File: config.mk
export PLATFORM = sky130hd
export DESIGN_NAME = matmul_seq_nxn
export DESIGN_NICKNAME = d
export VERILOG_FILES = /design/src/rtl/matmul_seq_nxn.sv
export SDC_FILE = /design/constraint.sdc
export NUM_CORES = 1
export LEC_CHECK = 0
export CORE_MARGIN = 2
export CORE_UTILIZATION = 40
export CTS_BUF_LIST = sky130_fd_sc_hd__clkbuf_8
export CTS_CLUSTER_SIZE = 28
export DETAILED_ROUTE_END_ITERATION = 10
export GPL_ROUTABILITY_DRIVEN = 0
export HOLD_SLACK_MARGIN = 0.03
export MAX_ROUTING_LAYER = met4
export SYNTH_ARGS = -nofsm -noshare
export SYNTH_HDL_FRONTEND = slang
export SYNTH_SLANG_ARGS = --single-unit
File: constraint.sdc
create_clock -name clk -period 7.79 [get_ports clk]
set_clock_uncertainty 0.1 [all_clocks]
set_input_delay 1.558 -clock clk [delete_from_list [all_inputs] [get_ports clk]]
set_output_delay 1.558 -clock clk [all_outputs]
set_load 0.005 [all_outputs]
File: src/rtl/matmul_seq_nxn.sv
// Sequential NxN matrix multiplier C = A x B, one MAC per cycle, valid/ready in and out.
// Define MATMUL_SIGNED_EN for two's-complement operands and a signed result.
module matmul_seq_nxn #(
  parameter int N       = 2,
  parameter int W       = 2,
  parameter int MAX_VAL = 2,
  localparam int ACC_W  = 2*W + $clog2(N)
) (
  input  logic             clk,
  input  logic             rst_n,
  input  logic             ena,
  input  logic             clr,
  input  logic             in_valid,
  output logic             in_ready,
  input  logic [W-1:0]     in_a,
  input  logic [W-1:0]     in_b,
  output logic             out_valid,
  input  logic             out_ready,
  output logic [ACC_W-1:0] out_data,
  output logic             out_last,
  output logic             busy,
  output logic             err
);

  localparam int NN = N * N;
  localparam int CW = $clog2(NN);
  localparam int KW = $clog2(N);
  localparam logic [CW-1:0] LAST_IDX = CW'(NN - 1);
  localparam logic [KW-1:0] LAST_K   = KW'(N - 1);

  typedef enum logic [1:0] {LOAD, COMPUTE, DRAIN} state_t;

  state_t state, state_d;

  logic [W-1:0]     a_mem [NN];
  logic [W-1:0]     b_mem [NN];
  logic [ACC_W-1:0] c_mem [NN];

  logic [CW-1:0]    cnt, idx, a_idx, b_idx, c_idx;
  logic [KW-1:0]    i, j, k;
  logic [ACC_W-1:0] acc, a_ext, b_ext, mac;
  logic             started, in_fire, out_fire, last_mac;

  function automatic logic out_of_range(input logic [W-1:0] e);
`ifdef MATMUL_SIGNED_EN
    return (int'($signed(e)) > MAX_VAL) || (int'($signed(e)) < -MAX_VAL);
`else
    return int'(e) > MAX_VAL;
`endif
  endfunction

  // Operand fetch and MAC; the extension mode is the only difference between builds.
  always_comb begin
    a_idx = CW'(int'(i) * N + int'(k));
    b_idx = CW'(int'(k) * N + int'(j));
    c_idx = CW'(int'(i) * N + int'(j));
`ifdef MATMUL_SIGNED_EN
    a_ext = {{(ACC_W-W){a_mem[a_idx][W-1]}}, a_mem[a_idx]};
    b_ext = {{(ACC_W-W){b_mem[b_idx][W-1]}}, b_mem[b_idx]};
`else
    a_ext = {{(ACC_W-W){1'b0}}, a_mem[a_idx]};
    b_ext = {{(ACC_W-W){1'b0}}, b_mem[b_idx]};
`endif
    mac      = acc + a_ext * b_ext;
    last_mac = (i == LAST_K) && (j == LAST_K) && (k == LAST_K);
  end

  always_ff @(posedge clk or negedge rst_n) begin
    if (!rst_n) state <= LOAD;
    else        state <= state_d;
  end

  always_comb begin
    state_d   = state;
    in_ready  = 1'b0;
    out_valid = 1'b0;
    in_fire   = 1'b0;
    out_fire  = 1'b0;
    busy      = (state == COMPUTE) || (state == DRAIN);
    out_last  = (state == DRAIN) && (idx == LAST_IDX);
    out_data  = (state == DRAIN && !err) ? c_mem[idx] : '0;
    if (ena) begin
      in_ready  = (state == LOAD) && started && !clr;
      out_valid = (state == DRAIN);
      in_fire   = in_valid && in_ready;
      out_fire  = out_valid && out_ready;
      if (clr) begin
        state_d = LOAD;
      end else begin
        case (state)
          LOAD:    if (in_fire && cnt == LAST_IDX) state_d = COMPUTE;
          COMPUTE: if (last_mac) state_d = DRAIN;
          DRAIN:   if (out_fire && idx == LAST_IDX) state_d = LOAD;
          default: state_d = LOAD;
        endcase
      end
    end
  end

  // in_ready stays low after reset until the first enabled edge has been seen.
  always_ff @(posedge clk or negedge rst_n) begin
    if (!rst_n) begin
      started <= 1'b0;
      cnt <= '0; idx <= '0;
      i <= '0; j <= '0; k <= '0;
      acc <= '0;
      err <= 1'b0;
    end else if (ena) begin
      started <= 1'b1;
      if (clr) begin
        cnt <= '0; idx <= '0;
        i <= '0; j <= '0; k <= '0;
        acc <= '0;
        err <= 1'b0;
      end else begin
        case (state)
          LOAD: if (in_fire) begin
            if (out_of_range(in_a) || out_of_range(in_b)) err <= 1'b1;
            if (cnt == LAST_IDX) begin
              cnt <= '0;
              i <= '0; j <= '0; k <= '0;
              acc <= '0;
            end else begin
              cnt <= cnt + 1'b1;
            end
          end
          COMPUTE: begin
            if (k == LAST_K) begin
              acc <= '0;
              k   <= '0;
              if (j == LAST_K) begin
                j <= '0;
                i <= (i == LAST_K) ? '0 : i + 1'b1;
              end else begin
                j <= j + 1'b1;
              end
            end else begin
              acc <= mac;
              k   <= k + 1'b1;
            end
          end
          DRAIN: if (out_fire) begin
            if (idx == LAST_IDX) begin
              idx <= '0;
              cnt <= '0;
              err <= 1'b0;
            end else begin
              idx <= idx + 1'b1;
            end
          end
          default: ;
        endcase
      end
    end
  end

  always_ff @(posedge clk) begin
    if (in_fire) begin
      a_mem[cnt] <= in_a;
      b_mem[cnt] <= in_b;
    end
    if (ena && !clr && state == COMPUTE && k == LAST_K) c_mem[c_idx] <= mac;
  end

endmodule

# Yosys cells after proc, flatten, opt, wreduce, memory -nomap -nowiden
# Memory sizes are Yosys's and may differ from the RTL's.
# Cells that the tools add are included.
dict set report op_classes {
  mux 49
  addsub 9
  n_reduce_logical 29
  multipliers 1
  n_eq_ne 14
  n_lt_le_gt_ge 2
}
# operator count
set op_table {}
lappend op_table {{$mux 2} 13}
lappend op_table {{$mux 5} 5}
lappend op_table {{$mux 1} 24}
lappend op_table {{$ne 3x2->1 const B} 5}
lappend op_table {{$ne 3x3->1 const B} 5}
lappend op_table {{$logic_and 1x1->1} 13}
lappend op_table {{$reduce_and 6->1} 2}
lappend op_table {{$pmux 5 s2} 1}
lappend op_table {{$reduce_and 5->1} 2}
lappend op_table {{$pmux 1 s2} 4}
lappend op_table {{$reduce_and 4->1} 2}
lappend op_table {{$add 2x1->2} 3}
lappend op_table {{$eq 2x2->1 const B} 3}
lappend op_table {{$pmux 2 s3} 1}
lappend op_table {{$reduce_bool 3->1} 2}
lappend op_table {{$add 5x4->5} 1}
lappend op_table {{$add 2x1->2 const B} 2}
lappend op_table {{$gt 2x2->1 const B} 2}
lappend op_table {{$mul 2x2->4} 1}
lappend op_table {{$pmux 2 s2} 1}
lappend op_table {{$reduce_bool 2->1} 2}
lappend op_table {{$add 1x1->1 const B} 3}
lappend op_table {{$reduce_and 3->1} 1}
lappend op_table {{$eq 2x1->1 const B} 1}
lappend op_table {{other kinds (3)} 5}
dict set report totals {
  mem_count 3
  ram_bits 36
  reg_bits 16
  elab_cells 116
  output_inout_bits 10
  input_bits 10
}
# name words width rd rd_clocked_by_memory_dff wr line
set memory_table {}
lappend memory_table {c_mem 4 5 1 0 1 37} ;# logic [ACC_W-1:0] c_mem [NN];
lappend memory_table {a_mem 4 2 1 0 1 35} ;# logic [W-1:0] a_mem [NN];
lappend memory_table {b_mem 4 2 1 0 1 36} ;# logic [W-1:0] b_mem [NN];

# Depth between registers and ports, before layout
# Gate-level depths: netlist of run 1.
dict set report logic_depth {
  depth_word 8
  mapped_depth 9
  mapped_depth_nobuf 8
}

# Worst setup path after synthesis of run 1
# OpenSTA, ideal clock, no wires.
dict set report synth_timing {
  path_type {input -> output}
  startpoint {input clr}
  endpoint {output in_ready}
  required_ns 6.132
  setup_slack_ns 4.141
  cell_stages 3
  path_buffers 1
  t_arrival_ns 1.991
  cell_sequence {buf_2 -> nor2b_1 -> and3_1}
}
dict set report synth_between {
  elab_chain_cells 3
}
# item line
set synth_rtl {}
lappend synth_rtl {{from (decl)} 12} ;# input logic clr,
lappend synth_rtl {{$logic_not 1->1} 83} ;# in_ready = (state == LOAD) && started && !clr;
lappend synth_rtl {{$logic_and 1x1->1} 83}
lappend synth_rtl {{$mux 1} 82} ;# if (ena) begin
lappend synth_rtl {{to (decl)} 14} ;# output logic in_ready,
# Every way passes these cells.

# Worst setup path after layout of run 1
# Same ends and word-level chain as after synthesis.

==> flow_summary.ini, run 1 <==
[status]
status = completed

[grt]
grt_pass1_vias = 1423
antenna_found_initial = 0
use_met1 = 0.176
met2_usage = 0.215
overflow = 0
grt_pass1_wl_um = 7190
grt_use_met3 = 0.0267
busiest_layer = met2
grt_start_max_net_pins = 19
grt_usage = 0.135

[timing]
relSlewSlack = 0.463
setup_viol = 0
finalHoldViolCount = 0
finalSetupTns_ns = 0
worst_pin_slew_ns = 0.803
maxSlewViolCount = 0
fmax_mhz = 211
min_period_ns = 4.74
period_share = 0.609
rsz0062_at_grt = false
fin_hold_ws_ns = 0.400

[synth]
ys_warn_count = 0
netlist_area_um2 = 2570
synthFlopType = edfxtp_1
synth_top_area_cell = edfxtp_1
synth_commonest_cells = edfxtp_1, dfrtp_1, nand2_1
synth_cells = 185
ys_async_sr_fraction = 0.308
syn_area_per_cell_um2 = 13.9
ys_seq_elements = 52
synth_top_area_frac = 0.421
synthTopCellsByArea = edfxtp_1, dfrtp_1, ha_1
synth_edf_count = 36
yosys.cell_count.top_type = edfxtp_1
seq_area_frac_synth = 0.577
yosysUniqueCellTypes = 45
synth_nets = 211

[clock_network]
clock_latency_ns = 0.31
hold_buffers = 0
path_clk_slew_ns = 0.09
cts_tree = built
clkSinkCount = 52
numCtsBuffers = 5
post_cts_resized = 0
cts_setup_buffers = 0
clockBufferDepth = 2
htreeDepth = 2
cts-root-buf = clkbuf_8

[critical_path]
critPathBufInv = 2
crit_type = in2out
worstPathCellList = clkdlybuf4s50_1 > nor2b_1 > and3_1 > clkdlybuf4s50_1
endpoint_kind = output pin
crit_required_ns = 6.13
cp.arrival_ns = 3.09
max_stage_delay_ns = 0.63
start_kind = primary input
path_delay_family = buffers and inverters
cpMostUsedCell = clkdlybuf4s50_1
path_max_fanout = 13
critPathSlowestCell = clkdlybuf4s50_1

[pwr]
leakage_nw = 1.09
ir_worst_vdd_mv = 0.149
power_per_cell_area_nw_per_um2 = 288

[flow_run]
drv_cap = 0

[layout]
regArea_um2 = 1480
multi_input_area_um2 = 998
fin_cells = 280
antennaDiodeCount = 0
final_nets = 228
syn_to_final_growth_pct = 12.5
fill_cells = 576
post_route_cells_drive_above_1_share = 0.113

[detailed_routing]
routed_via_density = 5.33
drc = 0
vias = 1493
drt-total-wl_um = 4360
wl_per_cell_um = 15.6
drt-initial-drc-count = 135
drtPass1Iterations = 4
antenna_left = 0

[place]
dp_cells = 272
dpl.hpwl_um = 3200
port_buffers = 19

[die]
rows = 29
die_x_um = 84.1
die-height_um = 84.1
coreArea_um2 = 6280
die-area_um2 = 7080
initial_core_util = 0.409
io_pins = 20

[min_path]
hold_class = reg2reg
-- per-stage QoR --
stage	setup slack (ns)	utilization	cell area (um2)	power [mW]
after global routing	2.96	0.460	2890	0.886
final	3.05	0.460	2890	0.831
after floorplan	4.14	-	2570	0.606
after detailed placement	3.05	0.445	2790	0.685
after CTS	3.03	0.460	2890	0.842
after global placement	3.06	0.445	2790	0.683
-- power by group --
part           total (mW)  internal [mW]  leakage (nW)  switching, mW
Combinational       0.281          0.146         0.498          0.135
Clock               0.157         0.0656        0.0487         0.0912
Sequential          0.393          0.345         0.540         0.0482
Total               0.831          0.557          1.09          0.274
-- cells in the final DEF (no fill, tap or decap), types with 2 or more instances in the layout --
| master | count |
|---|---|
| a21o_1 | 5 |
| a21oi_1 | 4 |
| a22o_1 | 3 |
| a32oi_1 | 2 |
| and2_1 | 8 |
| and2_2 | 2 |
| and3_1 | 3 |
| clkbuf_8 | 5 |
| clkdlybuf4s50_1 | 19 |
| clkinv_4 | 2 |
| dfrtp_1 | 16 |
| edfxtp_1 | 36 |
| fa_1 | 2 |
| ha_1 | 14 |
| inv_1 | 7 |
| mux4_1 | 2 |
| mux4_2 | 7 |
| nand2_1 | 16 |
| nand3_1 | 2 |
| nor2_1 | 6 |
| nor2b_1 | 7 |
| nor3_1 | 2 |
| nor3b_1 | 2 |
| o21ai_0 | 8 |
| o22ai_1 | 3 |
-- path summary, 6_finish.rpt --
check                           depth (start not counted)       end  slack, ns   start
worst max-delay path                                    4  in_ready       3.05     clr
worst min-delay path                                    2    acc[2]       0.40  acc[2]
worst max register to register                          8    acc[3]       4.41       k
worst min register to register                          2    acc[2]       0.40  acc[2]
max in group asynchronous                               1    acc[2]       5.50   rst_n
min in group asynchronous                               1    idx[0]       1.60   rst_n
-- logic make-up after synthesis --
group	Yosys count	share of synthesized area
buffers and inverters	16	0.0341
and+or+nand+nor	56	0.124
adders and majority gates	16	0.0838
DFF	52	0.577
muxes	10	0.0858
xor gates and xnor gates	2	0.00682
AOI/OAI and AO/OA	33	0.0887
-- worst register-to-register path, cell delays in order, from the launching register on --
cell and delay, ns:
dfrtp_1 0.63, mux4_1 0.66, and2_2 0.23, fa_1 0.45, ha_1 0.24, fa_1 0.38
xor2_1 0.38, nand2_1 0.08, o21ai_0 0.15
-- layer usage --
| layer | wire (um) | vias to the layer above | share of wire |
|---|---|---|---|
| li1 | - | 723 | - |
| met1 | 2000 | 740 | 0.46 |
| met2 | 2170 | 24 | 0.50 |
| met3 | 121 | 6 | 0.028 |
| met4 | 60 | 0 | 0.014 |
| met5 | 0 | - | 0 |
-- sequential cells by signal, summed over array words and instances, names as in the netlist --
name     cells
started      1
cnt          2
c_mem       20
idx          2
err          1
i            1
k            1
state        2
acc          5
j            1
a_mem        8
b_mem        8
-- area by class of cell --
| class | instances | area share |
|---|---|---|
| Sequential cell | 52 | 0.513 |
| Tap cell | 77 | 0.0334 |
| Inverter | 7 | 0.00910 |
| Multi-Input combinational cell | 117 | 0.346 |
| Clock buffer | 5 | 0.0238 |
| Timing Repair Buffer | 19 | 0.0659 |
| Clock inverter | 3 | 0.00910 |
Note: power is estimated with default switching activity, not from simulation.
==> inputs of run 2 (changes only) <==
- clock period: 7.79 -> 4.3 ns (I/O delays scaled with it)
==> run 2 against run 1 <==
- clock-buffer cell count did not move
- total power increased by 81%
- combinational power up 82%
- die area did not move
- final cell count unchanged
- sequential power grew 80%
- highest routed layer unchanged
==> flow_summary.ini, run 2 (synthesis gave the netlist of run 1 again) <==
[grt]
antenna_found_initial = 0
grt_usage = 0.138
grt_pass1_vias = 1492
overflow = 0
grt_start_max_net_pins = 19
grt_pass1_wl_um = 7330

[clock_network]
clkSinkCount = 52
cts_setup_buffers = 0
path_clk_slew_ns = 0.09
cts-root-buf = clkbuf_8
cts_tree = built
clock_latency_ns = 0.31
htreeDepth = 2
hold_buffers = 0
post_cts_resized = 0
numCtsBuffers = 5
clockBufferDepth = 2

[pwr]
ir_worst_vdd_mv = 0.231
switching_share = 0.331
power.total_mw = 1.51
p_int_mw = 1.01
seqPwrFrac = 0.470
power_per_cell_area_nw_per_um2 = 522
power_switching_mw = 0.499
clkPwrFrac = 0.191
leakage_nw = 1.09
power_frac_comb = 0.339

[critical_path]
cpMostUsedCell = clkdlybuf4s50_1
crit_required_ns = 3.34
r2r_start = k
r2r-end = acc[3]
crit_type = in2out
max_stage_delay_ns = 0.63
path_max_fanout = 13
cp-endpoint = in_ready
cp.arrival_ns = 2.38
critPathSlowestCell = clkdlybuf4s50_1
start_kind = primary input
reg2reg_slack_ns = 1.07
endpoint_kind = output pin
worstPathCellList = clkdlybuf4s50_1 > nor2b_1 > and3_1 > clkdlybuf4s50_1
critPathLaunch = clr
r2r_cells = 8

[die]
die_x_um = 84.1
rows = 29
die-height_um = 84.1
initial_core_util = 0.409
die-area_um2 = 7080
coreArea_um2 = 6280
io_pins = 20

[detailed_routing]
drt-total-wl_um = 4390
met3_length_um = 112
drtPass1Iterations = 4
wl_met1_um = 2080
antenna_left = 0
routed_via_density = 5.25
drt-initial-drc-count = 76
wl_met2_um = 2120
highest_layer = met4
wl_per_cell_um = 15.7
drc = 0
vias = 1470

[timing]
setup_viol = 0
min_period_ns = 3.34
relSlewSlack = 0.395
finalHoldViolCount = 0
maxSlewViolCount = 0
period_share = 0.776
rsz0062_at_grt = false
fmax_mhz = 300
finalSetupTns_ns = 0
worst_pin_slew_ns = 0.905

[place]
dpl.hpwl_um = 3210
port_buffers = 19
dp_cells = 272

[layout]
layout_commonest_cell = edfxtp_1
post_route_cells_drive_above_1_share = 0.113
largest_registers = c_mem: 20 flops, a_mem: 8 flops, b_mem: 8 flops
antennaDiodeCount = 0
fin_cells = 280
multi_input_area_um2 = 998
largest_register_ffs = 20
regMostFlops = c_mem
fill_cells = 576
final_nets = 228
mostFrequentLayoutCells = edfxtp_1, clkdlybuf4s50_1, nand2_1, dfrtp_1, ha_1
syn_to_final_growth_pct = 12.5
regArea_um2 = 1480

[min_path]
hold_class = reg2reg
hold_start = acc[2]

[flow_run]
drv_cap = 0

[status]
status = completed
run 2: power by group through the flow:
stage	combinational [mW]	sequential, mW	clock [mW]
floorplan	0.434	0.663	0
global placement	0.511	0.721	0
detailed placement	0.519	0.721	0
CTS	0.518	0.710	0.293
global route	0.573	0.722	0.316
finish	0.512	0.708	0.288
run 2: routing by layer:
| layer | track usage | vias up |
|---|---|---|
| met4 | 0.0411 | 0 |
| met1 | 0.187 | 716 |
| met5 | - | - |
| li1 | - | 722 |
| met2 | 0.213 | 24 |
| met3 | 0.0267 | 8 |
run 2: critical path, delay by kind of cell:
kind | cells | cell delay [ns]
and+or+nand+nor | 2 | 0.39
buffers and inverters | 2 | 1.13
run 2: worst min-delay path by stage:
stage / slack, ns / cells after the start / endpoint
after floorplan: 0.35 / 2 / acc[0]
after global placement: 0.37 / 2 / acc[3]
after detailed placement: 0.39 / 2 / acc[2]
after CTS: 0.41 / 2 / acc[2]
after global routing: 0.42 / 2 / acc[2]
final: 0.40 / 2 / acc[2]
run 2: metrics by stage:
stage | hold slack [ns] | setup WS, ns | cell area, um2 | util
6_report | 0.403 | 0.963 | 2890 | 0.460
5_1_grt | 0.423 | 0.860 | 2890 | 0.460
4_1_cts | 0.410 | 0.957 | 2890 | 0.460
3_5_place_dp | 0.388 | 0.971 | 2790 | 0.445
3_3_place_gp | 0.374 | 0.986 | 2790 | 0.445
2_1_floorplan | 0.354 | 1.47 | 2570 | -
run 2: final cells by class:
cell class	count	area share
clock buffer	5	0.0238
clock inverter	3	0.00910
inverter	7	0.00910
multi-input combinational	117	0.346
sequential	52	0.513
tap	77	0.0334
timing repair buffer	19	0.0659
